==> src/rtl/fetch_unit_if.sv <==
// IF-stage bus bundle: hazard/redirect controls, instruction-memory port and IF/ID write side.
// Perf-counter outputs exist only when FETCH_PERF_CNT_EN is defined.
interface fetch_unit_if;
    logic        stall;
    logic        branch_taken;
    logic [15:0] branch_target;
    logic        imem_req;
    logic [15:0] imem_addr;
    logic [15:0] imem_rdata;
    logic        imem_valid;
    logic        ifid_en;
    logic [15:0] ifid_opc;
    logic [15:0] ifid_pc;
    logic [15:0] ifid_instr;
    logic        halted;
`ifdef FETCH_PERF_CNT_EN
    logic [15:0] miss_cycles;
    logic [15:0] redirects;
`endif

    modport master (
        input  stall, branch_taken, branch_target, imem_rdata, imem_valid,
        output imem_req, imem_addr, ifid_en, ifid_opc, ifid_pc, ifid_instr, halted
`ifdef FETCH_PERF_CNT_EN
        , output miss_cycles, redirects
`endif
    );

    modport slave (
        output stall, branch_taken, branch_target, imem_rdata, imem_valid,
        input  imem_req, imem_addr, ifid_en, ifid_opc, ifid_pc, ifid_instr, halted
`ifdef FETCH_PERF_CNT_EN
        , input miss_cycles, redirects
`endif
    );
endinterface

==> src/rtl/fetch_unit.sv <==
// Instruction-fetch stage: PC register, RUN/MISS/HALT sequencing, IF/ID write side.
// Optional saturating perf counters enabled by the FETCH_PERF_CNT_EN macro.
module fetch_unit #(
    parameter logic [15:0] RESET_PC  = 16'h0000,
    parameter logic [15:0] NOP_INSTR = 16'h0000,
    parameter logic [3:0]  HLT_OPC   = 4'hF
) (
    input  logic          clk,
    input  logic          rst,
    fetch_unit_if.master  bus
);

    typedef enum logic [1:0] {
        RUN  = 2'd0,
        MISS = 2'd1,
        HALT = 2'd2
    } state_t;

    state_t      state_q, state_d;
    logic [15:0] pc_q, pc_d;
    logic [15:0] pc_plus2;
    logic        en_raw;
    logic [15:0] instr_d;

    assign pc_plus2 = pc_q + 16'd2;

    // Priority: branch_taken > HALT parking > stall > imem_valid.
    always_comb begin
        pc_d    = pc_q;
        state_d = state_q;
        en_raw  = 1'b0;
        instr_d = NOP_INSTR;
        if (bus.branch_taken) begin
            pc_d    = bus.branch_target;
            state_d = RUN;
            en_raw  = 1'b1;
        end else if (state_q == HALT) begin
            en_raw  = 1'b1;
        end else if (bus.stall) begin
            if (state_q == RUN && !bus.imem_valid)
                state_d = MISS;
        end else if (bus.imem_valid) begin
            en_raw  = 1'b1;
            instr_d = bus.imem_rdata;
            if (bus.imem_rdata[15:12] == HLT_OPC) begin
                state_d = HALT;
            end else begin
                pc_d    = pc_plus2;
                state_d = RUN;
            end
        end else begin
            en_raw  = 1'b1;
            state_d = MISS;
        end
    end

    always_ff @(posedge clk or negedge rst) begin
        if (!rst) begin
            pc_q    <= RESET_PC;
            state_q <= RUN;
        end else begin
            pc_q    <= pc_d;
            state_q <= state_d;
        end
    end

    assign bus.imem_addr  = pc_q;
    assign bus.imem_req   = (state_q != HALT);
    assign bus.ifid_en    = rst & en_raw;
    assign bus.ifid_opc   = pc_q;
    assign bus.ifid_pc    = pc_plus2;
    assign bus.ifid_instr = instr_d;
    assign bus.halted     = (state_q == HALT);

`ifdef FETCH_PERF_CNT_EN
    logic [15:0] miss_cycles_q, redirects_q;

    always_ff @(posedge clk or negedge rst) begin
        if (!rst) begin
            miss_cycles_q <= '0;
            redirects_q   <= '0;
        end else begin
            if (state_q == MISS && miss_cycles_q != '1)
                miss_cycles_q <= miss_cycles_q + 16'd1;
            if (bus.branch_taken && redirects_q != '1)
                redirects_q <= redirects_q + 16'd1;
        end
    end

    assign bus.miss_cycles = miss_cycles_q;
    assign bus.redirects   = redirects_q;
`endif

endmodule

==> src/flat_wrapper.sv <==
// flat-port wrapper written by rule: the top's interface ports become plain ports
module fetch_unit_flat 
#(
    parameter logic [15:0] RESET_PC  = 16'h0000,
    parameter logic [15:0] NOP_INSTR = 16'h0000,
    parameter logic [3:0]  HLT_OPC   = 4'hF
)
  (clk, rst, bus_stall, bus_branch_taken, bus_branch_target, bus_imem_rdata, bus_imem_valid, bus_imem_req, bus_imem_addr, bus_ifid_en, bus_ifid_opc, bus_ifid_pc, bus_ifid_instr, bus_halted);
  fetch_unit_if bus_i ();
  input  logic clk;
  input  logic rst;
  input wire logic [$bits(bus_i.stall)-1:0] bus_stall;
  input wire logic [$bits(bus_i.branch_taken)-1:0] bus_branch_taken;
  input wire logic [$bits(bus_i.branch_target)-1:0] bus_branch_target;
  input wire logic [$bits(bus_i.imem_rdata)-1:0] bus_imem_rdata;
  input wire logic [$bits(bus_i.imem_valid)-1:0] bus_imem_valid;
  output wire logic [$bits(bus_i.imem_req)-1:0] bus_imem_req;
  output wire logic [$bits(bus_i.imem_addr)-1:0] bus_imem_addr;
  output wire logic [$bits(bus_i.ifid_en)-1:0] bus_ifid_en;
  output wire logic [$bits(bus_i.ifid_opc)-1:0] bus_ifid_opc;
  output wire logic [$bits(bus_i.ifid_pc)-1:0] bus_ifid_pc;
  output wire logic [$bits(bus_i.ifid_instr)-1:0] bus_ifid_instr;
  output wire logic [$bits(bus_i.halted)-1:0] bus_halted;
  assign bus_i.stall = bus_stall;
  assign bus_i.branch_taken = bus_branch_taken;
  assign bus_i.branch_target = bus_branch_target;
  assign bus_i.imem_rdata = bus_imem_rdata;
  assign bus_i.imem_valid = bus_imem_valid;
  assign bus_imem_req = bus_i.imem_req;
  assign bus_imem_addr = bus_i.imem_addr;
  assign bus_ifid_en = bus_i.ifid_en;
  assign bus_ifid_opc = bus_i.ifid_opc;
  assign bus_ifid_pc = bus_i.ifid_pc;
  assign bus_ifid_instr = bus_i.ifid_instr;
  assign bus_halted = bus_i.halted;
  fetch_unit #(.RESET_PC(RESET_PC), .NOP_INSTR(NOP_INSTR), .HLT_OPC(HLT_OPC)) u_core (.clk(clk), .rst(rst), .bus(bus_i));
endmodule
==> config.mk <==
export PLATFORM = sky130hd
export DESIGN_NAME = fetch_unit_flat
export DESIGN_NICKNAME = d
export VERILOG_FILES = /design/src/rtl/fetch_unit_if.sv /design/src/rtl/fetch_unit.sv /design/src/flat_wrapper.sv
export SDC_FILE = /design/constraint.sdc
export NUM_CORES = 1
export LEC_CHECK = 0
export CAP_MARGIN = 20
export CORE_UTILIZATION = 32
export DETAILED_ROUTE_END_ITERATION = 12
export GPL_TIMING_DRIVEN = 0
export PLACE_DENSITY = 0.78
export SYNTH_ARGS = -nofsm -noshare
export SYNTH_HDL_FRONTEND = slang
export SYNTH_SLANG_ARGS = --single-unit
==> constraint.sdc <==
create_clock -name clk -period 1.94 [get_ports clk]
set_input_delay 0.291 -clock clk [delete_from_list [all_inputs] [get_ports clk]]
set_output_delay 0.291 -clock clk [all_outputs]
set_load 0.03 [all_outputs]
# --- After elaboration in Yosys (flattened, before gate mapping) ---
# Cells that the tools add are included.
word_totals:
  inputBits: 37
  elab_cells: 35
  reg_bits: 18
classes:
  add_sub_neg: 1
  mux: 18
  reduce_logical: 6
  eq_ne: 7
  bitwise: 1
op_table:
  columns: ["cell", "n"]
  rows:
  - ["two-way mux 16 bit", 9]
  - ["adder 16 x 2 -> 16 bit, second input constant", 1]
  - ["two-way mux 2 bit", 6]
  - ["!= test 2 bit, second input constant", 3]
  - ["equality test 4 bit, second input constant", 1]
  - ["AND reduction 4 bit", 1]
  - ["two-way mux 1 bit", 3]
  - ["!= test 3 x 1 -> 1 bit, second input constant", 1]
  - ["equality test 2 bit, second input constant", 1]
  - ["zero test 2 bit", 1]
  - ["!= test 2 x 1 -> 1 bit, second input constant", 1]
  - ["AND reduction 2 bit", 1]
  - ["nonzero test 2 bit", 1]
  - ["AND 1 bit", 1]
  - ["logical AND 1 bit", 1]
  - ["zero test 1 bit", 1]

# --- Longest topological paths before layout ---
logic_depth:
  ltp_word: 6
  mapped_depth: 6
  ltp_nobuf: 5

# --- Worst setup path before layout ---
# No wires, ideal clock.
synth_timing:
  path_kind: "reg2reg"
  startpoint: "reg u_core.state_q[0]"
  endpoint: "reg u_core.pc_q[15] (netlist: u_core.bus.ifid_opc[15])"
  setup_ps: 124
  path_stages_with_launch: 7
  arrival_ps: 2287
  t_required_ps: 1816
  slack_ps: -471
  cell_sequence: "dfrtp_1 > nor2b_1 > clkinv_1 > and3_1 > clkbuf_1 > and3_1 > o31a_1"
synth_via:
  elab_chain_len: 3
synth_lines:
  columns: ["item", "line", "source"]
  rows:
  - ["start: declaration", "fetch_unit.sv:19", "state_t state_q, state_d;"]
  - ["start signal: assignment", "fetch_unit.sv:63", "state_q <= state_d;"]
  - ["equality test 2 bit", null, null]
  - ["via bus_halted", "flat_wrapper.sv:23", "output wire logic [$bits(bus_i.halted)-1:0] bus_halted;"]
  - ["!= test 2 bit (no line)", null, null]
  - ["AND reduction 4 bit (no line)", null, null]
  - ["end signal: assignment", "fetch_unit.sv:62", "pc_q <= pc_d;"]
  - ["end: declaration", "fetch_unit.sv:20", "logic [15:0] pc_q, pc_d;"]
# The timed path passes the listed nets, and every way through them passes these cells.
# A chain may end at the register's enable or synchronous reset.

# --- Worst setup path after layout ---
layout_timing:
  startpoint: "reg u_core.pc_q[9] (netlist: u_core.bus.ifid_opc[9])"
  endpoint: "out bus_ifid_pc[13]"
layout_via:
  elab_chain_len: 1
layout_lines:
  columns: ["item", "line", "source"]
  rows:
  - ["adder 16 x 2 -> 16 bit", "fetch_unit.sv:25", "assign pc_plus2 = pc_q + 16'd2;"]
  - ["end: declaration", "flat_wrapper.sv:21", "output wire logic [$bits(bus_i.ifid_pc)-1:0] bus_ifid_pc;"]
# No other way between the ends.

==> flow_summary_export.csv <==
group,metric,value,unit
finish,drive_above_1_share,39.0,%
worst_setup_path,crit_chain,"nand4_1 > buf_6 > or4_4 > xnor2_4 > buf_6",
logic_synthesis,synth_top_family_by_area,"simple AND/OR/NAND/NOR gates",
global_route,grt_overflow_total,0,
worst_setup_path,cp-start-kind,"register",
pwr,power_frac_comb,54.8,%
pwr,swShare,38.8,%
cts,htreeDepth,1,
run,drv_cap,0,
worst_setup_path,cp_max_fo,5,
drt,final_antenna_net_count,0,
pwr,pwr-share-clk,16.2,%
timing,finalSetupViolCount,3,
timing,fin_crit_sh,108,%
worst_setup_path,required,1650,ps
drt,vias_per_cell,4.98,
worst_setup_path,cpMostUsedCell,"buf_6",
placed_design,io_buffers,102,
logic_synthesis,syn_area_per_cell,8.22,um2
cts,cts_tree,"yes",
logic_synthesis,synth-adder-area-share,0.845,%
finish,fillCellCount,361,
die,io_pins,104,
timing,fin_skew,4.96,ps
cts,clkLatencyLatePin,250,ps
cts,clock-sinks,18,
logic_synthesis,synth_compound_area_share,10.1,%
drt,vias,1828,
die,rows,24,
logic_synthesis,syn_inst,180,
finish,insertedDiodeCount,0,
logic_synthesis,mappedNetlistNets,218,
timing,drv_slew,0,
pwr,power_density,544,nW/um2
logic_synthesis,async_flop_share,100,%
pwr,p_int,984,uW
pwr,p_leak,1.33,nW
logic_synthesis,ys.flop_type,"dfrtp_1",
finish,area_growth,99.7,%
cts,cts-root-buf,"clkbuf_8",
timing,hold_violations,0,
worst_setup_path,crit_path_max_incr_delay,580,ps
logic_synthesis,yosys-top-cells-count,"dfrtp_1 (18), buf_4 (17), and2_1 (16)",
timing,worst_slack,-148,ps
logic_synthesis,synth_edf_count,0,
outcome,status,"finished, violations left",
drt,drt_first_pass_iters,4,
finish,nets,355,
cts,cts-buffers-inserted,3,
pwr,peakVddDrop,0.476,mV
drt,wirelength,5320,um
outcome,violations,"negative setup slack",
logic_synthesis,synth.distinct_cells,39,
global_route,grt_pass1_vias,1580,
placed_design,dp_hpwl,3560,um
pwr,seqPwrFrac,29.0,%
logic_synthesis,synth.most_common_cell,"dfrtp_1",
worst_setup_path,end_kind,"primary output",
timing,max-slew-margin-rel,65.8,%
global_route,antenna_found_initial,0,
worst_setup_path,crit_slowest_cell,"or4_4",
placed_design,gp_congestion,0.836,
logic_synthesis,synthMuxAreaShare,1.44,%
logic_synthesis,ys_seq_elements,18,
timing,rsz0062_at_grt,"true",
global_route,grt_start_max_net_pins,20,
timing,post-route-min-period,2090,ps
worst_setup_path,critPathArrivalTime,1800,ps
cts,cts_buffer_depth,2,
timing,fmax,479,MHz
cts,postCtsHoldBufs,0,
die,die_x,70.0,um
logic_synthesis,yosys.area.top_type,"dfrtp_1",
logic_synthesis,ys_seq_area_share,30.4,%
global_route,groute.usage.overall,19.6,%
pwr,p_total,1.61,mW
logic_synthesis,syn_area,1480,um2
timing,worst_pin_slew,513,ps
die,core-area,4410,um2
logic_synthesis,yosysWarnings,0,
pwr,switching_power,625,uW
worst_hold_path,hp-class,"primary input to asynchronous set/reset pin",
logic_synthesis,synth-xor-area-share,10.1,%
worst_setup_path,cp_num_buf_inv,2,
die,fp.dieH,70.0,um
drt,drc,0,
global_route,grt_pass1_wl,7780,um
logic_synthesis,synth_top_area_share,30.4,%
logic_synthesis,yosys.area_share.simple,33.7,%
worst_setup_path,cpLargestDelayFamily,"simple AND/OR/NAND/NOR gates",
drt,wl_per_cell,14.5,um
cts,clk_pin_slew,70,ps
die,initial_core_util,33.5,%
finish,fin_util,67.0,%
logic_synthesis,synthTopCellsByArea,"dfrtp_1 (30%), buf_4 (8.6%), and2_1 (6.8%)",
die,die-area,4900,um2
worst_setup_path,worstSetupPathType,"register to primary output",
drt,drt-initial-drc-count,126,
## cell type report
class / instances / area, um2 / share of cell area [%]
Buffer: 23 / 168 / 5.67
Clock buffer: 3 / 41.3 / 1.40
Inverter: 7 / 27.5 / 0.931
Multi-Input combinational cell: 130 / 990 / 33.5
Sequential cell: 18 / 467 / 15.8
Tap cell: 52 / 65.1 / 2.20
Timing Repair Buffer: 134 / 1200 / 40.5
## metrics by stage
stage          cells  worst slack, ps  hold slack (ps)  area [um2]  TNS [ps]
4_1_cts          349             -152              101        2780      -251
2_1_floorplan    180            -11.4            -4.59        1560     -17.4
3_5_place_dp     334             -904              531        2650    -17830
3_3_place_gp     334             -888              513        2650    -17420
5_1_grt          367             -204              121        2960      -614
6_report         367             -148             87.0        2960      -272
## per-layer routing
metal | global-route usage [%] | routed length (um) | vias up
met5 | 0 | 0 | -
met4 | 5.56 | 100 | 0
met3 | 3.90 | 284 | 12
met2 | 32.5 | 2730 | 73
met1 | 25.8 | 2210 | 868
li1 | - | - | 875
## sequential cells by signal (all words and copies together), names as in the netlist
name / count
u_core.bus.ifid_opc: 16
u_core.state_q: 2
## timing repair
item | 4_1_cts | 5_1_grt
setup buffers | 12 | 21
pin swaps | 4 | 10
gates resized for setup | 172 | 29
endpoints found under the setup margin | 34 | 34
## cell usage in the layout, fill, tap and decap left out, types with 3 or more instances in the layout
master,instances
a21oi_1,4
and2_1,16
buf_2,6
buf_4,64
buf_6,6
clkbuf_1,4
clkbuf_8,4
clkdlybuf4s15_2,3
clkdlybuf4s50_1,66
dfrtp_1,5
dfrtp_2,13
dlymetal6s2s_1,3
inv_1,6
nand2_1,15
nand2b_1,3
nand3_1,8
nand4_1,7
nor2_1,7
nor2b_1,4
o21ai_0,11
or4_1,3
xnor2_1,7
xor2_1,6
## cells by family (layout without fill, tap and decap cells)
family	after synthesis	in the layout
compound gates	24	24
flops	18	18
fa+ha+maj	1	1
simple gates	86	86
buf+inv	32	167
mux	2	2
xor+xnor	17	17
## path summary, 6_finish.rpt
path / slack, ps / end / start / depth (start not counted)
setup / recovery: -150 / bus_ifid_pc[13] / u_core.bus.ifid_opc[9]$_DFFE_PN0P_ / 5
hold / removal: 90 / u_core.bus.ifid_opc[3]$_DFFE_PN0P_ / rst / 1
setup reg to reg: 110 / u_core.bus.ifid_opc[13]$_DFFE_PN0P_ / u_core.bus.ifid_opc[9]$_DFFE_PN0P_ / 5
hold reg to reg: 540 / u_core.state_q[1]$_DFFE_PN0P_ / u_core.state_q[1]$_DFFE_PN0P_ / 2
max in group asynchronous: 1480 / u_core.bus.ifid_opc[1]$_DFFE_PN0P_ / rst / 1
min in group clk: 370 / u_core.bus.ifid_opc[7]$_DFFE_PN0P_ / bus_branch_taken / 3
## power groups by stage
stage	Combinational, mW	Clock (mW)	Sequential, mW
finish	0.882	0.261	0.466
global route	0.926	0.284	0.471
CTS	0.797	0.263	0.478
detailed placement	0.764	0	0.491
global placement	0.758	0	0.489
floorplan	0.374	0	0.543
(Power assumes the default switching activity.)
